`config.mk`:
```
export PLATFORM = sky130hd
export DESIGN_NAME = demux_load_ctrl
export DESIGN_NICKNAME = d
export VERILOG_FILES = /design/src/rtl/demux_load_ctrl.sv
export SDC_FILE = /design/constraint.sdc
export NUM_CORES = 1
export LEC_CHECK = 0
export CAP_MARGIN = 20
export CORE_ASPECT_RATIO = 1.4
export CORE_MARGIN = 1.5
export CORE_UTILIZATION = 39
export DETAILED_ROUTE_END_ITERATION = 6
export HOLD_SLACK_MARGIN = 0.08
export PLACE_DENSITY = 0.65
export SYNTH_ARGS = -nofsm -noshare
export SYNTH_HDL_FRONTEND = slang
export SYNTH_SLANG_ARGS = --single-unit
```
`constraint.sdc`:
```
create_clock -name clk -period 4.5 [get_ports clk]
set_input_delay 0.45 -clock clk [delete_from_list [all_inputs] [get_ports clk]]
set_output_delay 0.45 -clock clk [all_outputs]
set_load 0.01 [all_outputs]
```
`src/rtl/demux_load_ctrl.sv`:
```
// demux_load_ctrl
//   Fills the 16 neuron-input lanes of the autoencoder datapath from a single
//   DATA_W-bit stream. Each accepted beat lands in the lane named by the
//   internal select counter. The completed frame is then held and offered to
//   the downstream layer under a valid/ready handshake.
//
// Optional build macro:
//   LOAD_CTRL_PARTIAL_EN - honour in_last for short frames. Lanes beyond the
//                          last written beat are cleared on the closing edge.
//
// Ports:
//   clk, rst_n            rising-edge clock, synchronous active-low reset
//   in_data/in_valid      stream beat and its valid flag
//   in_ready              high while filling (a beat is accepted when in_valid)
//   in_last               final beat of a short frame (partial builds only)
//   output_1..output_16   lane registers; lane k is written at select == k-1
//   select                index of the next lane to be written
//   frame_valid           frame held and stable
//   frame_ready           consumer takes the held frame
//   frame_beats           beats written in the held frame (1..16)
module demux_load_ctrl #(
    parameter int unsigned DATA_W = 16
) (
    input  logic              clk,
    input  logic              rst_n,
    input  logic [DATA_W-1:0] in_data,
    input  logic              in_valid,
    output logic              in_ready,
    input  logic              in_last,
    output logic [DATA_W-1:0] output_1,
    output logic [DATA_W-1:0] output_2,
    output logic [DATA_W-1:0] output_3,
    output logic [DATA_W-1:0] output_4,
    output logic [DATA_W-1:0] output_5,
    output logic [DATA_W-1:0] output_6,
    output logic [DATA_W-1:0] output_7,
    output logic [DATA_W-1:0] output_8,
    output logic [DATA_W-1:0] output_9,
    output logic [DATA_W-1:0] output_10,
    output logic [DATA_W-1:0] output_11,
    output logic [DATA_W-1:0] output_12,
    output logic [DATA_W-1:0] output_13,
    output logic [DATA_W-1:0] output_14,
    output logic [DATA_W-1:0] output_15,
    output logic [DATA_W-1:0] output_16,
    output logic [3:0]        select,
    output logic              frame_valid,
    input  logic              frame_ready,
    output logic [4:0]        frame_beats
);

    typedef enum logic {
        FILL = 1'b0,
        HOLD = 1'b1
    } state_t;

    state_t            state;
    state_t            state_nxt;
    logic [DATA_W-1:0] lane [16];
    logic [3:0]        sel;
    logic [4:0]        beats;
    logic              accept;
    logic              last_beat;

    // Handshake flags decode the registered state only.
    assign in_ready    = (state == FILL);
    assign frame_valid = (state == HOLD);
    assign accept      = in_valid && (state == FILL);

`ifdef LOAD_CTRL_PARTIAL_EN
    assign last_beat = accept && ((sel == 4'd15) || in_last);
`else
    logic unused_in_last;
    assign unused_in_last = in_last;
    assign last_beat      = accept && (sel == 4'd15);
`endif

    always_ff @(posedge clk) begin
        if (!rst_n) begin
            state <= FILL;
        end else begin
            state <= state_nxt;
        end
    end

    always_comb begin
        state_nxt = state;
        case (state)
            FILL: if (last_beat)   state_nxt = HOLD;
            HOLD: if (frame_ready) state_nxt = FILL;
            default:               state_nxt = FILL;
        endcase
    end

    always_ff @(posedge clk) begin
        if (!rst_n) begin
            sel   <= '0;
            beats <= '0;
            for (int unsigned i = 0; i < 16; i++) begin
                lane[i] <= '0;
            end
        end else if (accept) begin
            lane[sel] <= in_data;
            if (last_beat) begin
                // select wraps to 0 only when the frame closes.
                sel   <= '0;
                beats <= {1'b0, sel} + 5'd1;
`ifdef LOAD_CTRL_PARTIAL_EN
                for (int unsigned i = 0; i < 16; i++) begin
                    if (4'(i) > sel) begin
                        lane[i] <= '0;
                    end
                end
`endif
            end else begin
                sel <= sel + 4'd1;
            end
        end
    end

    assign select      = sel;
    assign frame_beats = beats;

    assign output_1  = lane[0];
    assign output_2  = lane[1];
    assign output_3  = lane[2];
    assign output_4  = lane[3];
    assign output_5  = lane[4];
    assign output_6  = lane[5];
    assign output_7  = lane[6];
    assign output_8  = lane[7];
    assign output_9  = lane[8];
    assign output_10 = lane[9];
    assign output_11 = lane[10];
    assign output_12 = lane[11];
    assign output_13 = lane[12];
    assign output_14 = lane[13];
    assign output_15 = lane[14];
    assign output_16 = lane[15];

endmodule

```
Yosys cells after proc, flatten, opt, wreduce, memory -nomap -nowiden
Memory sizes are Yosys's and may differ from the RTL's.
Cells that the tools add are included.
Widths: inputs -> output; s select.
{ "word_totals": {"register_bits": 10, "ram_bits": 256, "inputBits": 21, "output_inout_bits": 267, "wordCells": 23, "memories": 1} }
{ "memory_table": {"columns": ["name", "words", "width", "rd", "rd_ports_with_merged_regs", "wr", "line", "source"], "rows": [
  ["lane", 16, 16, 16, 0, 16, "59", "logic [DATA_W-1:0] lane [16];"]
]} }
{ "op_classes": {"add_sub_neg": 2, "n_eq_ne": 1, "n_mux": 11, "bitwise": 1, "reduce_logical": 4} }
{ "ops": {"columns": ["op", "n"], "rows": [
  ["$mux 16", 1],
  ["$reduce_or 16->1", 1],
  ["$mux 4", 2],
  ["$mux 1", 7],
  ["$add 4x1->5 const B", 1],
  ["$add 4x1->4 const B", 1],
  ["$eq 4x4->1 const B", 1],
  ["$logic_and 1x1->1", 2],
  ["$pmux 1 s2", 1],
  ["$reduce_and 2->1", 1],
  ["$not 1->1", 1]
]} }

Longest topological paths before layout
{ "logic_depth": {"depth_word": 7, "ltp_mapped": 6, "ltp_nobuf": 5} }

Least setup slack after synthesis
OpenSTA, ideal clock, no wires.
{ "synth_timing": {"path_type": "reg2reg", "startpoint": "reg sel[0], in the netlist select[0]", "endpoint": "mem lane[11][0] (enable)", "setup_time_ns": 0.411, "arrival_time_ns": 2.149, "t_required_ns": 4.089, "setup_slack_ns": 1.940, "path_stages_with_launch": 4, "path_buffers": 0, "period_less_slack_ns": 2.560, "path_cell_list": "dfxtp_1 > ha_1 > nand4b_1 > o21ai_0"} }
{ "synth_rtl": {"columns": ["element", "line", "source"], "rows": [
  ["start: declaration", "60", "logic [3:0] sel;"],
  ["start signal: assignment", "116", "sel <= sel + 4'd1;"],
  ["end: declaration", "59", null]
]} }

==> results.json <==
{
  "hold_viol_final": 0,
  "slowest_delay_ns": 0.80,
  "top_layer": "met4",
  "cp_num_buf_inv": 2,
  "initial_core_util_pct": 39.62,
  "rsz0062_at_grt": "no",
  "drtIter0Drc": 328,
  "cts_tree": "done",
  "run_status": "finished, final reports clean",
  "worst_pin_slew_ns": 1.072,
  "cts_resized": 0,
  "path_max_fanout": 17,
  "numCtsBuffers": 26,
  "path_cells": "clkdlybuf4s50_1, nand4b_1, nor3_2, buf_4, nand2b_1",
  "die-area_um2": 26770,
  "fin_setup_tns_ns": 0,
  "clk_path_buf_depth": 3,
  "vias_per_cell": 4.805,
  "multiInputGateArea_um2": 2039,
  "cp.arrival_ns": 2.97,
  "grt_usage_pct": 20.30,
  "hold_buffers": 0,
  "antenna_found_initial": 1,
  "grt_pass1_vias": 6006,
  "ir_worst_vdd_v": 0.0003722,
  "gp_congestion": 0.7836,
  "reg2reg_slack_ns": 1.85,
  "finish.utilization_pct": 55.49,
  "power_mw": 5.291,
  "r2r_start": "select[0]",
  "layout.nets": 940,
  "area_delta_synth_final_pct": 40.03,
  "cp-end-kind": "flip-flop",
  "clock_latency_ns": 0.52,
  "dr_wl_met3_um": 2130,
  "post_drt_wl_per_cell_um": 22.30,
  "r2r-end": "lane[1][9]",
  "drv_cap": 0,
  "whs_path_depth": 1,
  "whs_endpoint": "frame_beats[2]",
  "drive_above_1_share_pct": 6.324,
  "dp_hpwl_um": 19460,
  "met2_wirelength_um": 14730,
  "ios": 288,
  "cts.sink_count": 266,
  "grt_max_degree": 21,
  "wl_met1_um": 10450,
  "fillCellCount": 2075,
  "wirelength_um": 27940,
  "firstDrtPassIters": 4,
  "avgSynthCellArea_um2": 16.01,
  "syn_inst": 628,
  "finalSetupViolCount": 0,
  "hp-class": "reg2reg",
  "period_minus_slack_ns": 2.827,
  "worstSetupPathType": "in2reg",
  "cp_data_required_time_ns": 4.65,
  "fin_skew_ns": 0.01102,
  "portBuffers": 286,
  "grt-ovfl-total": 0,
  "worstHoldStart": "frame_beats[2]",
  "critPathLaunchType": "primary input",
  "die_y_um": 193.0,
  "power_per_cell_area_nw_per_um2": 375.7,
  "slew-limit-headroom_pct": 28.26,
  "h-tree-depth": 1,
  "timing.fmax_mhz": 353.7,
  "post-cts-setup-buffers": 0,
  "grt_pass1_wl_um": 39980,
  "finalCritPeriodShare_pct": 62.83,
  "critPathLaunch": "rst_n",
  "drtAntennaViolNets": 0,
  "cpLargestDelayFamily": "simple AND/OR/NAND/NOR gates",
  "synth_area_um2": 10060,
  "register_area_um2": 7888,
  "drc": 0,
  "ys_ff_latch": 266,
  "ys_seq_area_share_pct": 78.43,
  "placement_rows": 69,
  "yosysWarnings": 0,
  "core-area_um2": 25380,
  "syn-num-nets": 653,
  "vias": 6021,
  "die_x_um": 138.7,
  "reg2reg_depth": 5,
  "p_leak_nw": 5.166,
  "cpMaxStageDelayCell": "clkdlybuf4s50_1",
  "cts_root_buffer": "clkbuf_16",
  "synth_cell_type_count": 23,
  "clk_pin_slew_ns": 0.06,
  "finalMaxSlewViolations": 0
}
## sequential cells by signal, summed over array words and instances, names as in the netlist
| signal | count |
|---|---|
| frame_beats | 5 |
| frame_valid | 1 |
| lane | 256 |
| select | 4 |
## layout by cell type (no fill, tap or decap), drive strengths merged, types with 2 or more instances in the layout
| cell type | count |
|---|---|
| nand4b | 4 |
| o31ai | 2 |
| a22o | 3 |
| and2 | 257 |
| buf | 10 |
| nand3 | 4 |
| nand2b | 7 |
| ha | 4 |
| inv | 7 |
| clkinvlp | 3 |
| edfxtp | 256 |
| nor3 | 4 |
| o21ai | 11 |
| nand2 | 3 |
| clkdlybuf4s50 | 286 |
| nor2 | 13 |
| clkinv | 12 |
| clkbuf | 29 |
| dfxtp | 10 |
## metal layers
layer | vias up | GRT usage [%]
met5 | - | 0
met4 | 0 | 5.248
met3 | 38 | 5.186
met2 | 262 | 37.75
met1 | 2967 | 23.40
li1 | 2754 | -
## final cells by class
type	instances	area share, %
inverters	6	0.1599
flip-flops and latches	266	56.01
repair buffers	296	20.86
diodes	1	0.01777
clock inverters	17	0.7907
multi-input cells	319	14.48
clock buffers	29	4.851
well taps	319	2.834
## through the flow
step / hold WS (ns) / instances / area, µm² / setup WS, ns
after floorplan: 0.4974 / 628 / 10060 / 1.940
after detailed placement: 0.4533 / 1205 / 13280 / 1.170
after global routing: 0.4968 / 1252 / 14080 / 1.597
final: 0.4762 / 1253 / 14080 / 1.673
after CTS: 0.4729 / 1251 / 14070 / 1.704
after global placement: 0.4475 / 1205 / 13280 / 1.230
## worst max-delay path by stage
stage	end	slack, ns	cells past startpoint
5_1_grt	lane[1][12]	1.60	5
4_1_cts	lane[1][9]	1.70	5
3_3_place_gp	lane[1][13]	1.23	5
2_1_floorplan	lane[11][0]	1.94	3
6_report	lane[1][9]	1.67	5
3_5_place_dp	lane[1][9]	1.17	5
## worst reg2reg max path: cells and delay by family, from the launching register on
family / cells / cell delay, ns
flops: 1 / 0.47
fa+ha+maj: 1 / 0.19
simple gates: 3 / 1.36
buf+inv: 1 / 0.25
## report_power, final
group          switching [mW]  total, mW  internal (mW)
registers              0.0338       2.84           2.80
logic                   0.221      0.406          0.186
clock network           0.902       2.05           1.14
total                    1.16       5.29           4.14
## cells by family (layout without fill, tap and decap cells)
kind of cell / after synthesis / after routing / share of synthesized area [%]
simple gates: 294 / 294 / 18.10
compound gates: 20 / 20 / 1.257
flops: 266 / 266 / 78.43
other cells: 0 / 1 / 0
fa+ha+maj: 4 / 4 / 0.4977
xor+xnor: 1 / 1 / 0.08710
buf+inv: 43 / 348 / 1.630
## cell usage after synthesis (all sizes together)
cell,number,area share [%]
and2,257,16
edfxtp,256,76
clkbuf,35,1.3
nor2,13,0.49
o21ai,11,0.55
dfxtp,10,2.0
nand2b,7,0.44
inv,6,0.22
ha,4,0.50
nand3,4,0.20
nand4b,4,0.35
nor3,4,0.40
a22o,3,0.26
nand2,3,0.11
buf,2,0.10
o31ai,2,0.15
a21o,1,0.075
a31oi,1,0.062
nand3b,1,0.075
o21a,1,0.075
o32ai,1,0.087
or3,1,0.062
xor2,1,0.087
Note: power is estimated with default switching activity, not from simulation.
